## src/rtl/ps2_pkg.sv

```systemverilog
// Shared PS/2 definitions: transmitter state encoding, keyboard command bytes
// and the frame parity helper.
package ps2_pkg;

   typedef enum logic [2:0] {
      ST_IDLE      = 3'd0,
      ST_INHIBIT   = 3'd1,
      ST_SHIFT     = 3'd2,
      ST_ACK       = 3'd3,
      ST_WAIT_IDLE = 3'd4
   } ps2_tx_state_t;

   localparam logic [7:0] PS2_CMD_RESET   = 8'hFF;
   localparam logic [7:0] PS2_CMD_SET_LED = 8'hED;
   localparam logic [7:0] PS2_RSP_ACK     = 8'hFA;

   // PS/2 frames carry odd parity: the 9 bits {parity, data} hold an odd number of ones.
   function automatic logic odd_parity(input logic [7:0] data);
      return ~^data;
   endfunction

endpackage

```

## src/rtl/ps2_line_sync.sv

```systemverilog
// Synchronizes the raw PS/2 clock and data lines into the system clock domain
// and produces a registered one-cycle pulse on each falling edge of the clock line.
module ps2_line_sync #(
   parameter int SYNC_STAGES = 2
) (
   input  logic clock,
   input  logic reset,
   input  logic clk_in,
   input  logic data_in,
   output logic clk_sync,
   output logic data_sync,
   output logic clk_fall
);

   logic [SYNC_STAGES-1:0] clk_chain_reg;
   logic [SYNC_STAGES-1:0] data_chain_reg;
   logic [SYNC_STAGES-1:0] clk_chain_next;
   logic [SYNC_STAGES-1:0] data_chain_next;
   logic                   clk_prev_reg;
   logic                   clk_fall_reg;

   genvar gi;
   generate
      for (gi = 0; gi < SYNC_STAGES; gi++) begin : g_stage
         if (gi == 0) begin : g_first
            assign clk_chain_next[gi]  = clk_in;
            assign data_chain_next[gi] = data_in;
         end else begin : g_next
            assign clk_chain_next[gi]  = clk_chain_reg[gi-1];
            assign data_chain_next[gi] = data_chain_reg[gi-1];
         end
      end
   endgenerate

   // Chains reset to 1 (idle bus level) so no false edge appears after reset.
   always_ff @(posedge clock or posedge reset) begin
      if (reset) begin
         clk_chain_reg  <= '1;
         data_chain_reg <= '1;
         clk_prev_reg   <= 1'b1;
         clk_fall_reg   <= 1'b0;
      end else begin
         clk_chain_reg  <= clk_chain_next;
         data_chain_reg <= data_chain_next;
         clk_prev_reg   <= clk_chain_reg[SYNC_STAGES-1];
         clk_fall_reg   <= clk_prev_reg & ~clk_chain_reg[SYNC_STAGES-1];
      end
   end

   assign clk_sync  = clk_chain_reg[SYNC_STAGES-1];
   assign data_sync = data_chain_reg[SYNC_STAGES-1];
   assign clk_fall  = clk_fall_reg;

endmodule

```

## src/rtl/ps2_host_tx.sv

```systemverilog
// Host-to-device PS/2 command transmitter driving open-collector enables.
// Define PS2_TX_TIMEOUT_EN to add the per-frame watchdog.
module ps2_host_tx
   import ps2_pkg::*;
#(
   parameter int INHIBIT_CYCLES = 10000,
   parameter int TIMEOUT_CYCLES = 2000000,
   parameter int SYNC_STAGES    = 2
) (
   input  logic       clock,
   input  logic       reset,
   input  logic [7:0] tx_data,
   input  logic       tx_valid,
   output logic       tx_ready,
   input  logic       ps2_clk_in,
   input  logic       ps2_data_in,
   output logic       ps2_clk_oe,
   output logic       ps2_data_oe,
   output logic       busy,
   output logic       tx_done,
   output logic       tx_ack_err,
   output logic       tx_timeout
);

   localparam int INH_W = $clog2(INHIBIT_CYCLES + 1);
   localparam logic [INH_W-1:0] INH_LAST  = INH_W'(INHIBIT_CYCLES - 1);
   localparam logic [INH_W-1:0] INH_START = INH_W'(INHIBIT_CYCLES - 2);

   ps2_tx_state_t    state_reg;
   logic [8:0]       shift_reg;
   logic [3:0]       bitcnt_reg;
   logic [INH_W-1:0] inh_cnt_reg;
   logic             nack_reg;
   logic             clk_oe_reg;
   logic             data_oe_reg;
   logic             tx_ready_reg;
   logic             busy_reg;
   logic             tx_done_reg;
   logic             tx_ack_err_reg;
   logic             tx_timeout_reg;

   logic clk_sync;
   logic data_sync;
   logic clk_fall;
   logic wd_fire;

   ps2_line_sync #(
      .SYNC_STAGES (SYNC_STAGES)
   ) u_line_sync (
      .clock     (clock),
      .reset     (reset),
      .clk_in    (ps2_clk_in),
      .data_in   (ps2_data_in),
      .clk_sync  (clk_sync),
      .data_sync (data_sync),
      .clk_fall  (clk_fall)
   );

`ifdef PS2_TX_TIMEOUT_EN
   localparam int WD_W = $clog2(TIMEOUT_CYCLES + 1);
   localparam logic [WD_W-1:0] WD_LAST = WD_W'(TIMEOUT_CYCLES - 1);

   logic [WD_W-1:0] wd_cnt_reg;

   // Held at zero in IDLE, so counting starts on the accept cycle.
   always_ff @(posedge clock or posedge reset) begin
      if (reset) begin
         wd_cnt_reg <= '0;
      end else if (state_reg == ST_IDLE || wd_fire) begin
         wd_cnt_reg <= '0;
      end else begin
         wd_cnt_reg <= wd_cnt_reg + WD_W'(1);
      end
   end

   assign wd_fire = (state_reg != ST_IDLE) && (wd_cnt_reg == WD_LAST);
`else
   logic unused_timeout_cfg;
   assign unused_timeout_cfg = ^TIMEOUT_CYCLES;
   assign wd_fire            = 1'b0;
`endif

   always_ff @(posedge clock or posedge reset) begin
      if (reset) begin
         state_reg      <= ST_IDLE;
         shift_reg      <= '0;
         bitcnt_reg     <= '0;
         inh_cnt_reg    <= '0;
         nack_reg       <= 1'b0;
         clk_oe_reg     <= 1'b0;
         data_oe_reg    <= 1'b0;
         tx_ready_reg   <= 1'b1;
         busy_reg       <= 1'b0;
         tx_done_reg    <= 1'b0;
         tx_ack_err_reg <= 1'b0;
         tx_timeout_reg <= 1'b0;
      end else begin
         tx_done_reg    <= 1'b0;
         tx_ack_err_reg <= 1'b0;
         tx_timeout_reg <= 1'b0;
         if (wd_fire) begin
            tx_timeout_reg <= 1'b1;
            tx_done_reg    <= 1'b1;
            tx_ack_err_reg <= 1'b1;
            clk_oe_reg     <= 1'b0;
            data_oe_reg    <= 1'b0;
            tx_ready_reg   <= 1'b1;
            busy_reg       <= 1'b0;
            state_reg      <= ST_IDLE;
         end else begin
            case (state_reg)
               ST_IDLE: begin
                  if (tx_valid && tx_ready_reg) begin
                     shift_reg    <= {odd_parity(tx_data), tx_data};
                     inh_cnt_reg  <= '0;
                     bitcnt_reg   <= '0;
                     nack_reg     <= 1'b0;
                     clk_oe_reg   <= 1'b1;
                     tx_ready_reg <= 1'b0;
                     busy_reg     <= 1'b1;
                     state_reg    <= ST_INHIBIT;
                  end
               end
               ST_INHIBIT: begin
                  // Start bit is asserted in the last inhibit cycle, before the clock is released.
                  if (inh_cnt_reg == INH_LAST) begin
                     clk_oe_reg <= 1'b0;
                     bitcnt_reg <= '0;
                     state_reg  <= ST_SHIFT;
                  end else begin
                     inh_cnt_reg <= inh_cnt_reg + INH_W'(1);
                     if (inh_cnt_reg == INH_START) begin
                        data_oe_reg <= 1'b1;
                     end
                  end
               end
               ST_SHIFT: begin
                  if (clk_fall) begin
                     if (bitcnt_reg < 4'd9) begin
                        data_oe_reg <= ~shift_reg[0];
                        shift_reg   <= {1'b0, shift_reg[8:1]};
                        bitcnt_reg  <= bitcnt_reg + 4'd1;
                     end else begin
                        data_oe_reg <= 1'b0;
                        bitcnt_reg  <= 4'd10;
                        state_reg   <= ST_ACK;
                     end
                  end
               end
               ST_ACK: begin
                  if (clk_fall) begin
                     nack_reg  <= data_sync;
                     state_reg <= ST_WAIT_IDLE;
                  end
               end
               ST_WAIT_IDLE: begin
                  // tx_done is raised while still busy; IDLE follows one cycle later.
                  if (tx_done_reg) begin
                     tx_ready_reg <= 1'b1;
                     busy_reg     <= 1'b0;
                     state_reg    <= ST_IDLE;
                  end else if (clk_sync && data_sync) begin
                     tx_done_reg    <= 1'b1;
                     tx_ack_err_reg <= nack_reg;
                  end
               end
               default: begin
                  clk_oe_reg   <= 1'b0;
                  data_oe_reg  <= 1'b0;
                  tx_ready_reg <= 1'b1;
                  busy_reg     <= 1'b0;
                  state_reg    <= ST_IDLE;
               end
            endcase
         end
      end
   end

   assign tx_ready    = tx_ready_reg;
   assign busy        = busy_reg;
   assign ps2_clk_oe  = clk_oe_reg;
   assign ps2_data_oe = data_oe_reg;
   assign tx_done     = tx_done_reg;
   assign tx_ack_err  = tx_ack_err_reg;
   assign tx_timeout  = tx_timeout_reg;

endmodule

```

## config.mk

```make
export PLATFORM = sky130hd
export DESIGN_NAME = ps2_host_tx
export DESIGN_NICKNAME = d
export VERILOG_FILES = /design/src/rtl/ps2_pkg.sv /design/src/rtl/ps2_line_sync.sv /design/src/rtl/ps2_host_tx.sv
export SDC_FILE = /design/constraint.sdc
export NUM_CORES = 1
export LEC_CHECK = 0
export BUFFER_PORTS_ARGS = -buffer_cell sky130_fd_sc_hd__buf_2
export CORE_MARGIN = 1
export CORE_UTILIZATION = 35
export CTS_CLUSTER_SIZE = 40
export DETAILED_ROUTE_END_ITERATION = 6
export SLEW_MARGIN = 0
export SYNTH_ARGS = -nofsm -noshare
export SYNTH_HDL_FRONTEND = slang
export SYNTH_HIERARCHICAL = 1
export SYNTH_SLANG_ARGS = --single-unit
export TNS_END_PERCENT = 100
```

## constraint.sdc

```tcl
create_clock -name clock -period 2.08 [get_ports clock]
set_input_delay 0.312 -clock clock [delete_from_list [all_inputs] [get_ports clock]]
set_output_delay 0.312 -clock clock [all_outputs]
set_load 0.02 [all_outputs]
```

==> results_dict.tcl, run 1 <==
set metrics [dict create \
    status "finished clean" \
    path_clk_slew_ps 80 \
    cts.sinks 43 \
    io_buffers 18 \
    slowest_stage "dfrtp_1" \
    final.period_utilization_pct 91.7 \
    finalPower_mw 1.57 \
    area_growth_pct 14.1 \
    dieArea_mm2 0.00696 \
    period_needed_ps 1910 \
    drtIter0Drc 72 \
    cts_tree "built" \
    post_cts.repair.setup_buffers 0 \
    yosys.area_share.xor_xnor_pct 3.40 \
    critPathArrivalTime_ps 2130 \
    syn_area_mm2 0.00232 \
    synth_cells 242 \
    crit_cells 6 \
    place_ws_ps 168 \
    grt_pass1_wl_mm 8.27 \
    fin_setup_tns_ps 0 \
    multiInputGateArea_mm2 0.00110 \
    synthArstFlopShare_pct 100 \
    start_kind "register" \
    synth_compound_area_share_pct 16.2 \
    required_ps 2300 \
    layout-drive-gt1-share_pct 21.0 \
    die_h_um 83.4 \
    reg2reg_to "inh_cnt_reg[6]" \
    critical_path.endpoint "inh_cnt_reg[6]" \
    clkLatencyLatePin_ps 300 \
    irDropWorstVdd_mv 0.402 \
    yosysTopAreaCell "dfrtp_1" \
    hpwl_mm 3.38 \
    drv_slew 0 \
    finalSetupViolCount 0 \
    synth-edff-count 0 \
    synthAdderAreaFrac_pct 2.16 \
    regArea_mm2 0.00108 \
    slowest_delay_ps 440 \
    num-nets-final 287 \
    grt_start_max_net_pins 38 \
    crit_family "simple AND/OR/NAND/NOR gates" \
    synth_seq_cells 43 \
    setup_ws_ps 172 \
    cts_buffer_depth 2 \
    htree_levels 2 \
    leakagePower_nw 1.14 \
    wl_per_cell_um 13.2 \
    vias 1797 \
    row_count 29 \
    r2r_cells 6 \
    holdBufCountCts 1 \
    core_mm2 0.00639 \
    worstSetupPathType "reg2reg" \
    yosys.area_share.simple_pct 20.8 \
    yosysSeqAreaShare_pct 46.7 \
    synth_mux_area_share_pct 4.75 \
    final_common_cell "nand2_1" \
    final_core_util_pct 41.4 \
    skew_ps 8.03 \
    cts-resized-gates 0 \
    postSynthAreaPerCell_um2 9.59 \
    ant_nets 0 \
    die_x_um 83.4 \
    cp_cell_sequence "nor4bb_4 > and3b_1 > a31o_1 > buf_4 > a21oi_2 > mux2i_1" \
    yosysTopAreaCellShare_pct 39.9 \
    synth_top_family_by_area "simple AND/OR/NAND/NOR gates" \
    mostFrequentLayoutCells "nand2_1 (39), dfrtp_1 (37), o21ai_0 (21), buf_2 (18), buf_4 (15)" \
    crit_start "inh_cnt_reg[11]" \
    worstHoldPathType "in2reg" \
    initial_core_util_pct 36.3 \
    yosys_warnings 6 \
    grt_remaining_overflow 0 \
    rrSetupSlack_ps 170 \
    ys_types 51 \
    finalWirelength_mm 4.60 \
    dp.cells 339 \
    synth_fp_nets 259 \
    synth-main-ff-cell "dfrtp_1" \
    worst_setup_path_end_kind "register" \
    drc_errors 0 \
    via_per_inst 5.16 \
    cts_root_buf "clkbuf_8" \
    fin_cells 348 \
    dr.pass1.iters 4 \
    crit_fanout 10 \
    critPathBufInv 1 \
    gp_congestion 0.815 \
    fill_cells 641 \
    finalHoldViolations 0 \
    design_area_mm2 0.00265 \
    antenna_found_initial 0 \
    whs_ps 109 \
    p_per_area_mw_per_mm2 592 \
    gr-usage-all-layers_pct 14.6 \
    dpl_cell_area_mm2 0.00253 \
    r2r_start "inh_cnt_reg[11]" \
    first_global_vias 1797 \
    cts_buffers 5 \
    antenna_cells 0 \
    cap_viol_max_count 0 \
    fmax_mhz 524 \
    io_pins 20 \
    synth_area_leaders "dfrtp_1 (40%), dfstp_2 (6.8%), nand2_1 (6.3%)" \
    rsz0062_at_grt "no" \
    largest_register_ff_count 14 \
]
-- worst min path at each step --
stage                 from                       endpoint  slack (ps)  depth (start not counted)
2_1_floorplan        reset           u_line_sync/clk_fall         100                          1
3_3_place_gp         reset           u_line_sync/clk_fall         230                          2
3_5_place_dp         reset           u_line_sync/clk_fall         240                          2
4_1_cts         ps2_clk_in   u_line_sync/clk_chain_reg[0]          90                          1
5_1_grt        ps2_data_in  u_line_sync/data_chain_reg[0]          90                          1
6_report        ps2_clk_in   u_line_sync/clk_chain_reg[0]         110                          1
-- metal layers --
metal  share of wire (%)  GRT usage, %  up-vias
li1                    -             -      896
met1                  49          19.8      861
met2                  46          23.0       33
met3                 3.7          3.18        7
met4                 1.3          5.55        0
met5                   0             0        -
-- cell usage after synthesis (3+ instances only) --
cell type,instances
nand4_1,5
mux2i_1,11
buf_2,5
and3_1,3
a21o_1,3
xnor2_1,7
dfrtp_1,37
a21oi_1,11
ha_1,4
buf_6,4
inv_1,10
and2_1,3
nand3_1,7
nor2b_1,3
dfstp_2,6
nand2_1,39
o31ai_1,3
nor2_1,10
o21ai_1,4
o21ai_0,21
a21oi_2,4
nor3_1,5
-- power by group --
group | internal [mW] | total, mW | switching (mW) | leakage, nW
clock network | 0.358 | 0.649 | 0.291 | 0.0514
registers | 0.845 | 0.849 | 0.00385 | 0.512
logic | 0.0307 | 0.0688 | 0.0381 | 0.579
total | 1.23 | 1.57 | 0.333 | 1.14
-- cells by family after synthesis --
group                    count (synthesis)
flip-flops                              43
adder cells (fa/ha/maj)                  4
AO/OA/AOI/OAI                           59
XOR/XNOR                                 9
buffers and inverters                   24
other                                    1
multiplexers                            11
AND/OR/NAND/NOR                         91
-- area by class of cell --
cell class	count	share of cell area, %
clock buffers	6	2.74
inverters	11	1.56
well taps	77	3.64
multi-input cells	175	41.7
clock inverters	2	1.42
repair buffers	34	8.04
flip-flops and latches	43	40.9
Note: power is estimated with default switching activity, not from simulation.
==> inputs of run 2 (changes only) <==
- clock period: 2.08 -> 1.9 ns (I/O delays scaled with it)
==> results_dict.tcl, run 2 (synthesis results as in run 1) <==
set metrics [dict create \
    status "finished clean" \
    fin_cells 356 \
    cts.sinks 43 \
    regArea_mm2 0.00108 \
    htree_levels 2 \
    dr.pass1.iters 4 \
    p_switching_uw 377 \
    slowest_delay_ps 390 \
    finalPower_mw 1.63 \
    final_core_util_pct 42.4 \
    dpl_cell_area_mm2 0.00259 \
    start_kind "register" \
    seqPwrFrac_pct 56.9 \
    cts_root_buf "clkbuf_8" \
    io_pins 20 \
    fin_setup_tns_ps 0 \
    antenna_cells 0 \
    cts_buffer_depth 2 \
    finalWirelength_mm 4.65 \
    sw_frac_of_total_pct 23.1 \
    ant_nets 0 \
    cap_viol_max_count 0 \
    via_per_inst 5.06 \
    drv_slew 0 \
    dp.cells 347 \
    grt_remaining_overflow 0 \
    leakagePower_nw 1.18 \
    cts_buffers 5 \
    grt_start_max_net_pins 38 \
    die_x_um 83.4 \
    initial_core_util_pct 36.3 \
    die_h_um 83.4 \
    final_common_cell "nand2_1" \
    gp_congestion 0.816 \
    clkLatencyLatePin_ps 300 \
    mostFrequentLayoutCells "nand2_1 (39), dfrtp_1 (37), buf_4 (23), o21ai_0 (21), buf_2 (18)" \
    path_clk_slew_ps 90 \
    cp_cell_sequence "ha_1 > and3_2 > nand4b_1 > nand2_1 > or3_1 > o21ai_1" \
    design_area_mm2 0.00271 \
    hpwl_mm 3.38 \
    power_frac_comb_pct 4.5 \
    worstSetupPathType "reg2reg" \
    setup_ws_ps 127 \
    drc_errors 0 \
    area_growth_pct 16.6 \
    dieArea_mm2 0.00696 \
    worstHoldPathType "in2reg" \
    io_buffers 18 \
    required_ps 2130 \
    fmax_mhz 564 \
    wl_per_cell_um 13.1 \
    whs_ps 75.2 \
    p_per_area_mw_per_mm2 604 \
    slowest_stage "dfrtp_1" \
    vias 1803 \
    antenna_found_initial 0 \
    gr-usage-all-layers_pct 14.5 \
    place_ws_ps 61.1 \
    fill_cells 641 \
    final.period_utilization_pct 93.3 \
    layout-drive-gt1-share_pct 25.1 \
    grt_pass1_wl_mm 8.11 \
    multiInputGateArea_mm2 0.00111 \
    finalSetupViolCount 0 \
    core_mm2 0.00639 \
    period_needed_ps 1770 \
    worst_setup_path_end_kind "register" \
    row_count 29 \
    p_int_mw 1.26 \
    rsz0062_at_grt "no" \
    first_global_vias 1752 \
    num-nets-final 295 \
    largest_register_ff_count 14 \
    cts_tree "built" \
    drtIter0Drc 78 \
    pwr-share-clk_pct 38.5 \
    irDropWorstVdd_mv 0.377 \
    skew_ps 5.64 \
    critPathArrivalTime_ps 2000 \
    finalHoldViolations 0 \
    crit_fanout 6 \
]
[run 2: cell count changes in the layout (fill, tap and decap cells not counted), sizes merged]
cell    before  now
clkinv       0    1
buf         33   41
bufinv       1    0
[run 2: area by class of cell]
class                           instances  area share, %
Clock inverter                          2          0.601
Tap cell                               77           3.56
Clock buffer                            6           3.05
Inverter                               11           1.53
Sequential cell                        43           40.1
Timing Repair Buffer                   42           10.1
Multi-Input combinational cell        175           41.1
[run 2: final timing paths]
path | depth (start not counted) | to | start | slack, ps
setup / recovery | 6 | inh_cnt_reg[13] | inh_cnt_reg[0] | 130
hold / removal | 1 | u_line_sync/data_chain_reg[0] | ps2_data_in | 80
setup reg to reg | 6 | inh_cnt_reg[13] | inh_cnt_reg[0] | 130
hold reg to reg | 0 | u_line_sync/data_chain_reg[1] | u_line_sync/data_chain_reg[0] | 360
max in group asynchronous | 4 | tx_ready | reset | 910
min in group asynchronous | 3 | u_line_sync/clk_fall | reset | 430
[run 2: per-layer routing]
| layer | vias to the layer above | global-route usage (%) | routed length, um |
|---|---|---|---|
| li1 | 914 | - | - |
| met1 | 859 | 20.4 | 2370 |
| met2 | 28 | 22.4 | 2110 |
| met3 | 2 | 2.68 | 133 |
| met4 | 0 | 5.24 | 25 |
| met5 | - | 0 | 0 |
[run 2: power groups by stage]
| stage | Combinational, mW | Clock [mW] | Sequential [mW] |
|---|---|---|---|
| after CTS | 0.0772 | 0.653 | 0.930 |
| final | 0.0742 | 0.630 | 0.929 |
| after global placement | 0.0750 | 0 | 0.947 |
| after global routing | 0.0865 | 0.688 | 0.930 |
| after detailed placement | 0.0755 | 0 | 0.947 |
| after floorplan | 0.0496 | 0 | 0.946 |
[run 2: what timing repair did]
action	CTS	global route
hold buffers	1	0
buffers inserted	0	0
endpoints found under the setup margin	0	6
hold endpoints to repair	1	0
gates resized for setup	0	4
[run 2: worst max-delay path: cells and delay by family (launching register included)]
kind,cells,cell delay [ps]
adder cells (fa/ha/maj),1,220
AO/OA/AOI/OAI,1,80
AND/OR/NAND/NOR,4,1010
flip-flops,1,390
==> inputs of run 3 (changes only) <==
- PLACE_DENSITY: not set -> 0.5
==> results_dict.tcl, run 3 (synthesis results as in run 1) <==
set metrics [dict create \
    status "finished clean" \
    reg2reg_to "inh_cnt_reg[11]" \
    period_needed_ps 1770 \
    worstSetupPathType "reg2reg" \
    rsz0062_at_grt "no" \
    wl_per_cell_um 13.4 \
    drc_errors 0 \
    cts_tree "built" \
    area_growth_pct 16.3 \
    core_mm2 0.00639 \
    first_global_vias 1778 \
    drtIter0Drc 58 \
    rrSetupSlack_ps 130 \
    cts_buffers 5 \
    leakagePower_nw 1.18 \
    worst_setup_path_end_kind "register" \
    gp_congestion 0.796 \
    drv_slew 0 \
    grt_remaining_overflow 0 \
    final.period_utilization_pct 93.1 \
    finalSetupViolCount 0 \
    setup_ws_ps 132 \
    via_per_inst 5.00 \
    layout-drive-gt1-share_pct 23.5 \
    finalPower_mw 1.75 \
    fin_cells 354 \
    hp-start "ps2_clk_in" \
    crit_fanout 7 \
    cts_root_buf "clkbuf_8" \
    path_clk_slew_ps 90 \
    fin_setup_tns_ps 0 \
    io_pins 20 \
    worstHoldPathType "in2reg" \
    min_path_cells 1 \
    min_to "u_line_sync/clk_chain_reg[0]" \
    start_kind "register" \
    vias 1770 \
    irDropWorstVdd_mv 0.464 \
    die_h_um 83.4 \
    cts_buffer_depth 2 \
    finalWirelength_mm 4.73 \
    p_switching_uw 397 \
    critPathArrivalTime_ps 1960 \
    place_ws_ps 66.1 \
    skew_ps 5.91 \
    die_x_um 83.4 \
    dieArea_mm2 0.00696 \
    antenna_cells 0 \
    cap_viol_max_count 0 \
    htree_levels 2 \
    p_int_mw 1.36 \
    required_ps 2100 \
    io_buffers 18 \
    post_cts.repair.setup_buffers 0 \
    grt_start_max_net_pins 38 \
    pwr-share-clk_pct 42.7 \
    mostFrequentLayoutCells "nand2_1 (39), dfrtp_1 (37), o21ai_0 (21), buf_4 (21), buf_2 (18)" \
    row_count 29 \
    initial_core_util_pct 36.3 \
    power_frac_comb_pct 4.3 \
    finalHoldViolations 0 \
    seqPwrFrac_pct 53.0 \
    hpwl_mm 3.49 \
    r2r_start "inh_cnt_reg[11]" \
    fmax_mhz 566 \
    dr.pass1.iters 4 \
    p_per_area_mw_per_mm2 650 \
    num-nets-final 293 \
    grt_pass1_wl_mm 8.52 \
    final_common_cell "nand2_1" \
    fill_cells 633 \
    cts.sinks 43 \
    dp.cells 345 \
    sw_frac_of_total_pct 22.6 \
    antenna_found_initial 0 \
    gr-usage-all-layers_pct 15.5 \
    ant_nets 0 \
    clkLatencyLatePin_ps 300 \
    r2r_cells 6 \
    largest_register_ff_count 14 \
]
==> run 3: cell types whose count changed in the layout (fill, tap and decap cells not counted) <==
cell | before | now
buf_4 | 23 | 21
and3_1 | 2 | 3
and3_2 | 1 | 0
and3b_1 | 0 | 1
and3b_2 | 1 | 0
bufinv_16 | 0 | 1
clkbuf_8 | 6 | 5
clkinvlp_4 | 1 | 0
inv_6 | 0 | 1
o41ai_1 | 0 | 1
o41ai_2 | 1 | 0
==> run 3: metrics by stage <==
step | cell area (um2) | utilization, % | hold slack [ps]
2_1_floorplan | 2320 | - | 72.3
3_3_place_gp | 2570 | 40.3 | 210
3_5_place_dp | 2570 | 40.3 | 218
4_1_cts | 2700 | 42.2 | 56.3
5_1_grt | 2700 | 42.2 | 41.3
6_report | 2700 | 42.2 | 75.0
==> run 3: worst max path at each step <==
stage / startpoint / slack (ps) / end / cells after the start
after global placement: inh_cnt_reg[11] / 150 / inh_cnt_reg[7] / 6
after detailed placement: inh_cnt_reg[11] / 70 / inh_cnt_reg[6] / 6
after global routing: inh_cnt_reg[4] / 2 / inh_cnt_reg[11] / 6
after floorplan: inh_cnt_reg[0] / 130 / inh_cnt_reg[13] / 7
final: inh_cnt_reg[11] / 130 / inh_cnt_reg[11] / 6
after CTS: inh_cnt_reg[11] / 60 / inh_cnt_reg[7] / 6
==> run 3: routing by layer <==
layer  global-route usage, %  wire [um]
met3                    4.47        142
met1                    20.9       2370
met2                    24.3       2160
met4                    4.16         57
met5                       0          0
==> run 3: timing repair <==
action	4_1_cts	5_1_grt
hold buffers	1	0
gates resized for setup	0	1
endpoints found under the setup margin	0	7
endpoints found under the hold margin	1	0
==> run 3: area by class of cell <==
type                    instances  area [um2]  share of cell area [%]
clock buffers                   5        68.8                    2.55
well taps                      77        96.3                    3.57
flip-flops and latches         43        1080                    40.2
clock inverters                 3        47.5                    1.76
multi-input cells             175        1100                    40.9
inverters                      11        41.3                    1.53
repair buffers                 40         258                    9.55
==> run 3: worst max-delay path, cell delays in order, from the launching register on <==
cell and delay, ps:
dfrtp_1 440, nor4bb_4 330, and3b_1 290, a21oi_4 120, buf_4 170, a21o_1 150
a21o_1 170
==> run 3: power by group through the flow <==
stage	Clock, mW	Combinational (mW)	Sequential, mW
2_1_floorplan	0	0.0496	0.946
3_3_place_gp	0	0.0762	0.947
3_5_place_dp	0	0.0763	0.947
4_1_cts	0.782	0.0784	0.930
5_1_grt	0.825	0.0861	0.931
6_report	0.750	0.0752	0.929
